$ cat src/rtl/branch_resolve_unit_pkg.sv
// Shared constants for the branch resolve unit: branch condition encodings,
// 2-bit BHT counter states and the saturating counter update helper.
package branch_resolve_unit_pkg;

    localparam logic [2:0] BR_EQ  = 3'b000;
    localparam logic [2:0] BR_NE  = 3'b001;
    localparam logic [2:0] BR_LT  = 3'b100;
    localparam logic [2:0] BR_GE  = 3'b101;
    localparam logic [2:0] BR_LTU = 3'b110;
    localparam logic [2:0] BR_GEU = 3'b111;

    localparam logic [1:0] CNT_SNT  = 2'b00;
    localparam logic [1:0] CNT_WNT  = 2'b01;
    localparam logic [1:0] CNT_WT   = 2'b10;
    localparam logic [1:0] CNT_ST   = 2'b11;
    localparam logic [1:0] BHT_INIT = CNT_WNT;

    // Saturating 2-bit counter step: towards ST on taken, towards SNT otherwise.
    function automatic logic [1:0] cnt_next(input logic [1:0] cnt, input logic taken);
        logic [1:0] nxt;
        nxt = cnt;
        if (taken) begin
            if (cnt != CNT_ST) nxt = cnt + 2'd1;
        end else begin
            if (cnt != CNT_SNT) nxt = cnt - 2'd1;
        end
        return nxt;
    endfunction

endpackage

$ cat src/rtl/branch_resolve_unit_if.sv
// Pipeline-facing bus of the branch resolve unit: IF lookup, EX resolve
// request and the resolution result back to the hazard/PC logic.
interface branch_resolve_unit_if #(
    parameter int XLEN = 32
);
    logic [XLEN-1:0] if_pc;
    logic            if_pred_taken;
    logic            ex_valid;
    logic            ex_is_branch;
    logic [2:0]      ex_funct3;
    logic [XLEN-1:0] ex_op1;
    logic [XLEN-1:0] ex_op2;
    logic [XLEN-1:0] ex_pc;
    logic [XLEN-1:0] ex_target;
    logic            ex_pred_taken;
    logic            stall;
    logic            flush;
    logic            res_valid;
    logic            res_taken;
    logic            res_mispredict;
    logic [XLEN-1:0] res_redirect_pc;
    logic            res_illegal;

    modport master (
        output if_pc, ex_valid, ex_is_branch, ex_funct3, ex_op1, ex_op2,
               ex_pc, ex_target, ex_pred_taken, stall, flush,
        input  if_pred_taken, res_valid, res_taken, res_mispredict,
               res_redirect_pc, res_illegal
    );

    modport slave (
        input  if_pc, ex_valid, ex_is_branch, ex_funct3, ex_op1, ex_op2,
               ex_pc, ex_target, ex_pred_taken, stall, flush,
        output if_pred_taken, res_valid, res_taken, res_mispredict,
               res_redirect_pc, res_illegal
    );
endinterface

$ cat src/rtl/branch_resolve_unit_cond_eval.sv
// Combinational branch condition evaluator. Reserved encodings 010/011
// resolve as not-taken and raise illegal.
module branch_cond_eval
    import branch_resolve_unit_pkg::*;
#(
    parameter int XLEN = 32
) (
    input  logic [2:0]      funct3,
    input  logic [XLEN-1:0] op1,
    input  logic [XLEN-1:0] op2,
    output logic            taken,
    output logic            illegal
);

    // Decode funct3 into the selected compare result.
    always_comb begin
        taken   = 1'b0;
        illegal = 1'b0;
        case (funct3)
            BR_EQ:   taken = (op1 == op2);
            BR_NE:   taken = (op1 != op2);
            BR_LT:   taken = ($signed(op1) <  $signed(op2));
            BR_GE:   taken = ($signed(op1) >= $signed(op2));
            BR_LTU:  taken = (op1 <  op2);
            BR_GEU:  taken = (op1 >= op2);
            default: illegal = 1'b1;
        endcase
    end

endmodule

$ cat src/rtl/branch_resolve_unit.sv
// Branch resolve unit: resolves EX conditional branches, owns the bimodal
// BHT looked up by IF, produces taken/mispredict/redirect and keeps
// saturating branch and mispredict counters.
module branch_resolve_unit
    import branch_resolve_unit_pkg::*;
#(
    parameter int XLEN        = 32,
    parameter int BHT_ENTRIES = 16,
    parameter int PIPE_STAGE  = 1,
    parameter int CNT_W       = 32
) (
    input  logic                  clk,
    input  logic                  rst_n,
    branch_resolve_unit_if.slave  bus,
    output logic [CNT_W-1:0]      perf_branches,
    output logic [CNT_W-1:0]      perf_mispredicts
);

    localparam int IDX_W = $clog2(BHT_ENTRIES);

    logic [1:0]      bht [BHT_ENTRIES];
    logic [IDX_W-1:0] if_idx;
    logic [IDX_W-1:0] ex_idx;
    logic            resolve;
    logic            cond_taken;
    logic            cond_illegal;
    logic            mispredict;
    logic [XLEN-1:0] pc_plus4;
    logic [XLEN-1:0] redirect_pc;
    logic            unused_if_pc;

    assign if_idx  = bus.if_pc[IDX_W+1:2];
    assign ex_idx  = bus.ex_pc[IDX_W+1:2];
    assign unused_if_pc = ^{bus.if_pc[XLEN-1:IDX_W+2], bus.if_pc[1:0]};

    assign resolve = bus.ex_valid & bus.ex_is_branch & ~bus.flush & ~bus.stall;

    branch_cond_eval #(.XLEN(XLEN)) u_cond (
        .funct3  (bus.ex_funct3),
        .op1     (bus.ex_op1),
        .op2     (bus.ex_op2),
        .taken   (cond_taken),
        .illegal (cond_illegal)
    );

    assign mispredict  = cond_taken ^ bus.ex_pred_taken;
    assign pc_plus4    = bus.ex_pc + XLEN'(4);
    assign redirect_pc = cond_taken ? bus.ex_target : pc_plus4;

    // No bypass: a same-cycle update to the looked-up entry shows next cycle.
    assign bus.if_pred_taken = bht[if_idx][1];

    // BHT training on every resolved branch.
    always_ff @(posedge clk or negedge rst_n) begin
        if (!rst_n) begin
            for (int i = 0; i < BHT_ENTRIES; i++) bht[i] <= BHT_INIT;
        end else if (resolve) begin
            bht[ex_idx] <= cnt_next(bht[ex_idx], cond_taken);
        end
    end

    // Performance counters, saturating at all-ones.
    always_ff @(posedge clk or negedge rst_n) begin
        if (!rst_n) begin
            perf_branches    <= '0;
            perf_mispredicts <= '0;
        end else if (resolve) begin
            if (perf_branches != '1) perf_branches <= perf_branches + CNT_W'(1);
            if (mispredict && (perf_mispredicts != '1))
                perf_mispredicts <= perf_mispredicts + CNT_W'(1);
        end
    end

    generate
        if (PIPE_STAGE != 0) begin : g_reg
            logic            r_valid;
            logic            r_taken;
            logic            r_mispredict;
            logic            r_illegal;
            logic [XLEN-1:0] r_redirect_pc;

            // Result register: stall freezes everything, payload loads on resolve.
            always_ff @(posedge clk or negedge rst_n) begin
                if (!rst_n) begin
                    r_valid       <= 1'b0;
                    r_taken       <= 1'b0;
                    r_mispredict  <= 1'b0;
                    r_illegal     <= 1'b0;
                    r_redirect_pc <= '0;
                end else if (!bus.stall) begin
                    r_valid <= resolve;
                    if (resolve) begin
                        r_taken       <= cond_taken;
                        r_mispredict  <= mispredict;
                        r_illegal     <= cond_illegal;
                        r_redirect_pc <= redirect_pc;
                    end
                end
            end

            assign bus.res_valid       = r_valid;
            assign bus.res_taken       = r_taken;
            assign bus.res_mispredict  = r_mispredict;
            assign bus.res_illegal     = r_illegal;
            assign bus.res_redirect_pc = r_redirect_pc;
        end else begin : g_comb
            assign bus.res_valid       = resolve;
            assign bus.res_taken       = cond_taken;
            assign bus.res_mispredict  = mispredict;
            assign bus.res_illegal     = cond_illegal;
            assign bus.res_redirect_pc = redirect_pc;
        end
    endgenerate

endmodule

$ cat src/flat_wrapper.sv
// flat-port wrapper written by rule: the top's interface ports become plain ports
module branch_resolve_unit_flat import branch_resolve_unit_pkg::*;
#(
    parameter int XLEN        = 32,
    parameter int BHT_ENTRIES = 16,
    parameter int PIPE_STAGE  = 1,
    parameter int CNT_W       = 32
)
  (clk, rst_n, perf_branches, perf_mispredicts, bus_if_pc, bus_ex_valid, bus_ex_is_branch, bus_ex_funct3, bus_ex_op1, bus_ex_op2, bus_ex_pc, bus_ex_target, bus_ex_pred_taken, bus_stall, bus_flush, bus_if_pred_taken, bus_res_valid, bus_res_taken, bus_res_mispredict, bus_res_redirect_pc, bus_res_illegal);
  branch_resolve_unit_if #(.XLEN(XLEN)) bus_i ();
  input  logic clk;
  input  logic rst_n;
  output logic [CNT_W-1:0] perf_branches;
  output logic [CNT_W-1:0] perf_mispredicts;
  input wire logic [$bits(bus_i.if_pc)-1:0] bus_if_pc;
  input wire logic [$bits(bus_i.ex_valid)-1:0] bus_ex_valid;
  input wire logic [$bits(bus_i.ex_is_branch)-1:0] bus_ex_is_branch;
  input wire logic [$bits(bus_i.ex_funct3)-1:0] bus_ex_funct3;
  input wire logic [$bits(bus_i.ex_op1)-1:0] bus_ex_op1;
  input wire logic [$bits(bus_i.ex_op2)-1:0] bus_ex_op2;
  input wire logic [$bits(bus_i.ex_pc)-1:0] bus_ex_pc;
  input wire logic [$bits(bus_i.ex_target)-1:0] bus_ex_target;
  input wire logic [$bits(bus_i.ex_pred_taken)-1:0] bus_ex_pred_taken;
  input wire logic [$bits(bus_i.stall)-1:0] bus_stall;
  input wire logic [$bits(bus_i.flush)-1:0] bus_flush;
  output wire logic [$bits(bus_i.if_pred_taken)-1:0] bus_if_pred_taken;
  output wire logic [$bits(bus_i.res_valid)-1:0] bus_res_valid;
  output wire logic [$bits(bus_i.res_taken)-1:0] bus_res_taken;
  output wire logic [$bits(bus_i.res_mispredict)-1:0] bus_res_mispredict;
  output wire logic [$bits(bus_i.res_redirect_pc)-1:0] bus_res_redirect_pc;
  output wire logic [$bits(bus_i.res_illegal)-1:0] bus_res_illegal;
  assign bus_i.if_pc = bus_if_pc;
  assign bus_i.ex_valid = bus_ex_valid;
  assign bus_i.ex_is_branch = bus_ex_is_branch;
  assign bus_i.ex_funct3 = bus_ex_funct3;
  assign bus_i.ex_op1 = bus_ex_op1;
  assign bus_i.ex_op2 = bus_ex_op2;
  assign bus_i.ex_pc = bus_ex_pc;
  assign bus_i.ex_target = bus_ex_target;
  assign bus_i.ex_pred_taken = bus_ex_pred_taken;
  assign bus_i.stall = bus_stall;
  assign bus_i.flush = bus_flush;
  assign bus_if_pred_taken = bus_i.if_pred_taken;
  assign bus_res_valid = bus_i.res_valid;
  assign bus_res_taken = bus_i.res_taken;
  assign bus_res_mispredict = bus_i.res_mispredict;
  assign bus_res_redirect_pc = bus_i.res_redirect_pc;
  assign bus_res_illegal = bus_i.res_illegal;
  branch_resolve_unit #(.XLEN(XLEN), .BHT_ENTRIES(BHT_ENTRIES), .PIPE_STAGE(PIPE_STAGE), .CNT_W(CNT_W)) u_core (.clk(clk), .rst_n(rst_n), .bus(bus_i), .perf_branches(perf_branches), .perf_mispredicts(perf_mispredicts));
endmodule
$ cat config.mk
export PLATFORM = sky130hd
export DESIGN_NAME = branch_resolve_unit_flat
export DESIGN_NICKNAME = d
export VERILOG_FILES = /design/src/rtl/branch_resolve_unit_pkg.sv /design/src/rtl/branch_resolve_unit_if.sv /design/src/rtl/branch_resolve_unit_cond_eval.sv /design/src/rtl/branch_resolve_unit.sv /design/src/flat_wrapper.sv
export SDC_FILE = /design/constraint.sdc
export NUM_CORES = 1
export LEC_CHECK = 0
export BUFFER_PORTS_ARGS = -buffer_cell sky130_fd_sc_hd__clkbuf_2
export CAP_MARGIN = 30
export CORE_MARGIN = 8
export CORE_UTILIZATION = 39
export CTS_BUF_LIST = sky130_fd_sc_hd__clkbuf_4 sky130_fd_sc_hd__clkbuf_8
export DETAILED_ROUTE_END_ITERATION = 8
export GPL_TIMING_DRIVEN = 1
export PLACE_DENSITY_LB_ADDON = 0.1
export SKIP_CTS_REPAIR_TIMING = 1
export SLEW_MARGIN = 5
export SYNTH_ARGS = -nofsm -noshare
export SYNTH_HDL_FRONTEND = slang
export SYNTH_SLANG_ARGS = --single-unit
$ cat constraint.sdc
create_clock -name clk -period 6.71 [get_ports clk]
set_clock_uncertainty 0.15 [all_clocks]
set_input_delay 0 -clock clk [delete_from_list [all_inputs] [get_ports clk]]
set_output_delay 0 -clock clk [all_outputs]
set_load 0.005 [all_outputs]
==> results, run 1 <==
- The final layout contains routed wiring with a total length of 22120 um.
- The number of enable-type register cells in the synthesized netlist is 0.
- After detailed routing, the number of remaining DRC violations is 0.
- Summed over all cells, the static leakage comes to 0.005239 uW.
- The time the final worst path needs with I/O delays and setup is 3662 ps.
- The number of endpoints failing setup at the final stage is 0.
- The arrival time of data at the critical path endpoint is 3830 ps.
- Final hold analysis gives a worst-case slack of -3.824 ps.
- The delay of the slowest critical-path stage is 660 ps.
- The worst hold-check path type is primary input to asynchronous set/reset pin.
- The global-route wire length before repair is 34690 um.
- Relative to the synthesized area, the layout overhead comes to 33.12%.
- The cell at the slowest stage of the critical path is sky130_fd_sc_hd__and2_1.
- The headroom to the max-slew limit is 0.4760.
- The share of the core filled with cells in the final layout is 0.5313.
- The number of pins with negative max-slew slack in the final report is 0.
- The count of input and output buffers is 242.
- The kind of cell adding the most delay to the critical path is simple AND/OR/NAND/NOR gates.
- The number of DRC violations after detailed-routing iteration 0 is 284.
- Counting every net in the synthesized netlist gives 988.
- Summed over all layers, the global routing overflow is 0.
- In the final design database the tool counted 1286 nets.
- The worst-case IR drop observed on VDD is 0.1213 mV.
- The worst slack at placement is 2729 ps.
- Buffers inserted during clock tree synthesis total 17.
- The largest driver fanout on the critical path is 16.
- 271 I/O pins were placed.
- Setup repair after global routing left no endpoint under its margin.
- The total length of routed met2 wires is 10460 um.
- The run finished, with violations left.
- The type of destination of the critical path is a register.
- Entering global routing, the biggest net connects 80 pins.
- The routed metal-1 wirelength is 9808 um.
- The startpoint class of the critical path is a register.
- The clock network latency to the later pin of the worst-skew pair is 440 ps.
- Clock tree synthesis found a total of 132 sinks.
- In this run the cell area of the synthesized design comes to 7792 um2.
- The number of hold-slack violations in the final timing report came to 4.
- The via count of the first global-routing pass came to 6498.
- The mean routed wirelength per cell is 16.30 um.
- The synthesized netlist contains 47 unique library cells.
- In this run, synthesis produced a sequential element count of 132.
- The final estimated routing congestion in global placement is 0.8040.
- During synthesis, Yosys emitted a total of 0 warnings.
- Signal routing reaches up to met4.
- The portion of the post-synthesis area used by sequential elements is 0.4265.
- The share of layout cells above drive strength 1 is 0.3401.
- The clock input transition at the sequential cells of the worst setup and hold paths is 90 ps.
- The initial utilization of the core area, before any placement, comes to 0.3991.
- Dividing total power by cell area gives a power density of 205.7 nW/um2.
- For the pin with the worst max-slew slack, the measured transition is 786.0 ps.
- The region available for standard cell placement spans 19530 um2.
- The initial antenna violation count came to 1.
- The area of the die is 24760 um2.
- The critical path goes through and4_1 -> and4_4 -> and4_1 -> and3_4 -> and4_1 -> and2_1 -> nand2b_1 -> or2_1 -> nor3_1 -> xor2_1.
- The register-to-register setup slack is 3050 ps.
- The number of search-and-repair iterations in the first detailed-routing pass is 4.
- The share of synthesized registers carrying an async set or reset is 1.000.
- The smallest setup slack after layout is 3048 ps.
- The number of core rows is 51.
- The cell sitting at the root of the clock tree is a sky130_fd_sc_hd__clkbuf_8.
- Data on the critical path is required at its endpoint by 6880 ps.
- A synthesized cell averages 9.990 um2.
- The routed length on met3 is 1666 um.
- In this run the number of H-tree levels came out at 4.
- Counting every instance in the synthesized netlist gives 780.
- The clock tree from TritonCTS is yes.
- The number of fill cells is 1833.
- The checks that failed: hold timing.
- Max-cap violations in this run came to 0.
- The prevailing post-synth register cell is sky130_fd_sc_hd__dfrtp_1.
- Registers take 3323 um2.
- After detailed routing, the number of vias per cell comes to 4.882.
- The achievable clock frequency is 0.2730 GHz.
- Summed over all failing endpoints, the final setup total negative slack is 0 ps.
- The global router's overall resource usage is 0.1773.
- The die height is 157.4 um.
- The count of buffer and inverter cells on the critical path is 0.
- The detail route stage leaves a number of antenna-violating nets equal to 0.
- The critical path is of the register to register type.
- The wire-length estimate of the detail-placed layout is 16580 um.
- The die span in x is 157.4 um.
- The routed layout has 6625 vias.
- The final clock period utilization by the worst path is 0.5458.
- Among the stages of the critical path, the cell type that occurs most often is sky130_fd_sc_hd__and4_1.
- Summing all multi-input logic gate instances after layout gives 4168 um2.
- The maximum root-to-sink buffer count is 2.
==> power breakdown <==
group | total, uW | internal (uW) | switching (uW)
sequential | 937 | 877 | 59.9
clock | 767 | 430 | 337
combinational | 430 | 210 | 219
==> per-layer routing <==
layer  vias up  global-route usage
li1       3321                   -
met3        14             0.05758
met2       177              0.2866
met5         -                   0
met4         0             0.03853
met1      3113              0.2272
==> sequential cells by signal (all words and copies together), names as in the netlist <==
name,count
u_core.perf_mispredicts,32
u_core.perf_branches,32
u_core.bus.res_illegal,1
u_core.bus.res_valid,1
u_core.bus.res_mispredict,1
u_core.bus.res_redirect_pc,32
u_core.bht,32
u_core.bus.res_taken,1
==> kinds of logic (layout without fill, tap and decap cells) <==
family	after synthesis	after routing	share of synthesized area
AND/OR/NAND/NOR	296	296	0.2025
flip-flops	132	132	0.4265
XOR/XNOR	90	90	0.1021
AO/OA/AOI/OAI	86	86	0.06085
buffers and inverters	79	390	0.04143
multiplexers	57	57	0.1028
adder cells (fa/ha/maj)	40	40	0.06391
other	0	1	0
==> layout make-up <==
type,count,share of cell area
inverters,46,0.01664
flip-flops and latches,132,0.3203
diodes,1,0.0002412
clock inverters,13,0.01894
multi-input cells,569,0.4018
well taps,265,0.03196
clock buffers,19,0.02521
repair buffers,312,0.1849
==> synth_stat cells (22+ instances only) <==
cell type / instances / share of area
sky130_fd_sc_hd__clkbuf_1: 22 / 0.011
sky130_fd_sc_hd__ha_1: 38 / 0.061
sky130_fd_sc_hd__nand4_1: 23 / 0.018
sky130_fd_sc_hd__dfrtp_1: 116 / 0.37
sky130_fd_sc_hd__and3_1: 23 / 0.018
sky130_fd_sc_hd__inv_1: 46 / 0.022
sky130_fd_sc_hd__o21ai_0: 57 / 0.037
sky130_fd_sc_hd__xor2_1: 51 / 0.057
sky130_fd_sc_hd__mux2_2: 34 / 0.049
sky130_fd_sc_hd__nand3_1: 54 / 0.035
sky130_fd_sc_hd__nor2_1: 25 / 0.012
sky130_fd_sc_hd__nand2_1: 113 / 0.054
sky130_fd_sc_hd__xnor2_1: 38 / 0.043
==> through the flow <==
step	cell area, um2	total power (uW)	cells
finish	10370	2134	1357
global route	10370	2271	1357
CTS	9721	2120	1291
detailed placement	9263	1339	1259
global placement	9243	1333	1258
floorplan	7792	1131	780
==> worst reg2reg max path: cells and delay by family (launching register included) <==
| family | cells | cell delay [ps] |
|---|---|---|
| xor gates and xnor gates | 1 | 160 |
| and+or+nand+nor | 9 | 2820 |
| DFF | 1 | 430 |
==> cell usage in the layout (no fill, tap or decap), drive strengths merged, types with 38 or more instances in the layout <==
cell type      n
clkbuf       260
dfrtp        116
dlygate4sd3   65
ha            38
inv           48
nand2        113
nand3         54
o21ai         57
xnor2         38
xor2          52
==> worst paths after layout <==
path                                                 start                            end  depth (start not counted)
worst max register to register  u_core.perf_mispredicts[9]    u_core.perf_mispredicts[24]                         10
worst min register to register   u_core.bus.res_mispredict      u_core.bus.res_mispredict                          2
worst max-delay path            u_core.perf_mispredicts[9]    u_core.perf_mispredicts[24]                         10
min in group clk                              bus_ex_pc[4]  u_core.bus.res_redirect_pc[4]                          5
worst min-delay path                                 rst_n    u_core.perf_mispredicts[23]                          2
max in group asynchronous                            rst_n       u_core.perf_branches[12]                          3
Note: power is estimated with default switching activity, not from simulation.
==> run 2, diff against run 1 <==
==> constraint.sdc (replaced) <==
create_clock -name clk -period 3.4 [get_ports clk]
set_clock_uncertainty 0.15 [all_clocks]
set_input_delay 0 -clock clk [delete_from_list [all_inputs] [get_ports clk]]
set_output_delay 0 -clock clk [all_outputs]
set_load 0.005 [all_outputs]
==> results, run 2 (synthesis gave the netlist of run 1 again) <==
- The core region is 19530 um2.
- The ratio of routed vias to standard cells is 4.936.
- The checks that failed: hold timing.
- The most common cell after layout, fill and taps aside is sky130_fd_sc_hd__clkbuf_2.
- The total number of vias is 6738.
- Entering global routing, the biggest net connects 70 pins.
- Across the run, the number of max-cap violations was 0.
- Internal power comes to 2946 uW.
- The number of DRC violations after detailed-routing iteration 0 is 275.
- The combinational fraction of design power is 0.207.
- The number of hold-slack violations in the final timing report came to 2.
- The die height is 157.4 um.
- The achievable clock frequency is 0.3325 GHz.
- For this design, the sink count on the clock tree is 132.
- The number of levels in the clock H-tree is 4.
- The first detailed-routing pass ran for 4 iterations.
- IR analysis of the VDD net gives a maximum drop of 0.2435 mV.
- Setup violations remaining at the end of the flow were counted as 0.
- The die covers 24760 um2.
- The DRC violation count after routing is 0.
- The slowest stage of the critical path belongs to the cell sky130_fd_sc_hd__o31ai_2.
- The run finished, with violations left.
- The maximum root-to-sink buffer count is 2.
- On the worst path, the slowest cell contributes a delay of 520 ps.
- The category of the critical setup timing path is register to register.
- TritonCTS built the clock tree.
- The synthesis-to-finish area growth is 34.04%.
- The share of power burned in registers is 0.444.
- The die span in x is 157.4 um.
- The share of layout cells above drive strength 1 is 0.3455.
- The total leakage power is 0.005283 uW.
- The net switching share of the total power is 0.2960.
- Traced cell by cell, the critical path runs through and4_1 -> and3_1 -> and3_1 -> nand3_1 -> o31ai_2 -> nor3_1 -> and2_1 -> nand2_1 -> nor3_1 -> xor2_1.
- Of the available clock period, the critical path in the final layout requires 0.8845.
- The largest driver fanout on the critical path is 6.
- The global-route wire length before repair is 35020 um.
- The total inserted antenna cells is 0.
- The transition time at the pin with the least slew margin is 616.5 ps.
- The startpoint class of the critical path is a register.
- The final-layout worst hold slack is -11.43 ps.
- Clock tree synthesis inserted a total of 17 buffers.
- The global router's overall resource usage is 0.1795.
- In this run the count of I/O pins placed on the die edge is 271.
- After global routing the overflow that remains totals 0.
- The time the final worst path needs with I/O delays and setup is 3007 ps.
- The arrival time of data at the critical path endpoint is 3180 ps.
- For this design the ratio of total power to cell area is 400.6 nW/um2.
- The wire-length estimate of the detail-placed layout is 17020 um.
- Summed over all nets, the switching power comes to 1239 uW.
- The count of buffers added on input and output ports is 242.
- The worst pin sits at a relative slew slack of 0.5890.
- After layout, the design draws a total of 4184 uW.
- Setup repair after global routing left no endpoint under its margin.
- For this configuration, the core starts out at a cell density of 0.3991.
- In the layout the commonest cells are sky130_fd_sc_hd__clkbuf_2 (241), sky130_fd_sc_hd__dfrtp_1 (116), sky130_fd_sc_hd__nand2_1 (113), sky130_fd_sc_hd__dlygate4sd3_1 (66), sky130_fd_sc_hd__o21ai_0 (57).
- The layout has 1864 filler cells.
- The initial antenna violation count came to 1.
- The overall routed net length is 22440 um.
- For the final routed database, the setup TNS stands at 0 ps.
- The mean routed wirelength per cell is 16.44 um.
- The number of pins with negative max-slew slack in the final report is 0.
- The cell sitting at the root of the clock tree is a sky130_fd_sc_hd__clkbuf_8.
- Data on the critical path is required at its endpoint by 3570 ps.
- In this run the worst hold path is classified as primary input to register.
- At the end of routability-driven placement, the weighted congestion stood at 0.7745.
- The type of destination of the critical path is a register.
- The floorplan has 51 rows.
- The number of nets in the layout is 1295.
- The via count of the first global-routing pass is 6610.
- The count of nets left with antenna violations once routing finished came out at 0.
- The clock network latency to the later pin of the worst-skew pair is 450 ps.
- The clock input transition at the sequential cells of the worst setup and hold paths is 80 ps.
- The share of total power dissipated in the clock network is 0.349.
## run 2: final timing paths
check | startpoint | end | slack, ps | cells past startpoint
worst max-delay path | u_core.perf_branches[6] | u_core.perf_branches[31] | 390 | 10
worst min-delay path | bus_ex_pred_taken | u_core.perf_mispredicts[9] | -10 | 5
worst max register to register | u_core.perf_branches[6] | u_core.perf_branches[31] | 390 | 10
worst min register to register | u_core.bus.res_redirect_pc[10] | u_core.bus.res_redirect_pc[10] | 330 | 2
max in group asynchronous | rst_n | u_core.perf_mispredicts[6] | 1520 | 4
min in group asynchronous | rst_n | u_core.perf_mispredicts[7] | 500 | 3
## run 2: final cells by class
class	instances	area (um2)	area share
Sequential cell	132	3323	0.3182
Timing Repair Buffer	321	2013	0.1927
Clock buffer	20	262.8	0.02516
Multi-Input combinational cell	569	4173	0.3995
Inverter	46	172.7	0.01653
Tap cell	265	331.6	0.03174
Clock inverter	12	168.9	0.01617
## run 2: power by group through the flow
stage | clock [uW] | combinational [uW] | sequential [uW]
6_report | 1460 | 868 | 1860
5_1_grt | 1570 | 982 | 1880
3_5_place_dp | 0 | 780 | 1890
2_1_floorplan | 0 | 363 | 1870
3_3_place_gp | 0 | 774 | 1880
4_1_cts | 1510 | 781 | 1860
## run 2: metal layers
layer / vias to the layer above / wire [um] / GRT usage
met5: - / 13 / 0
met4: 2 / 274 / 0.04669
met3: 21 / 1841 / 0.05731
met2: 203 / 10650 / 0.2943
met1: 3162 / 9661 / 0.2245
li1: 3350 / - / -
## run 2: stage by stage
stage	setup slack, ps	util	cell area (um2)	instances
after floorplan	591.6	-	7792	780
after global placement	150.1	0.4787	9348	1267
after detailed placement	158.1	0.4787	9348	1267
after CTS	259.4	0.5008	9779	1299
after global routing	87.57	0.5349	10450	1365
final	392.8	0.5349	10450	1365
## run 2: critical path, delay by kind of cell (launching register included)
family | cells | cell delay [ps]
flops | 1 | 450
compound gates | 1 | 520
simple gates | 8 | 1620
xor+xnor | 1 | 140
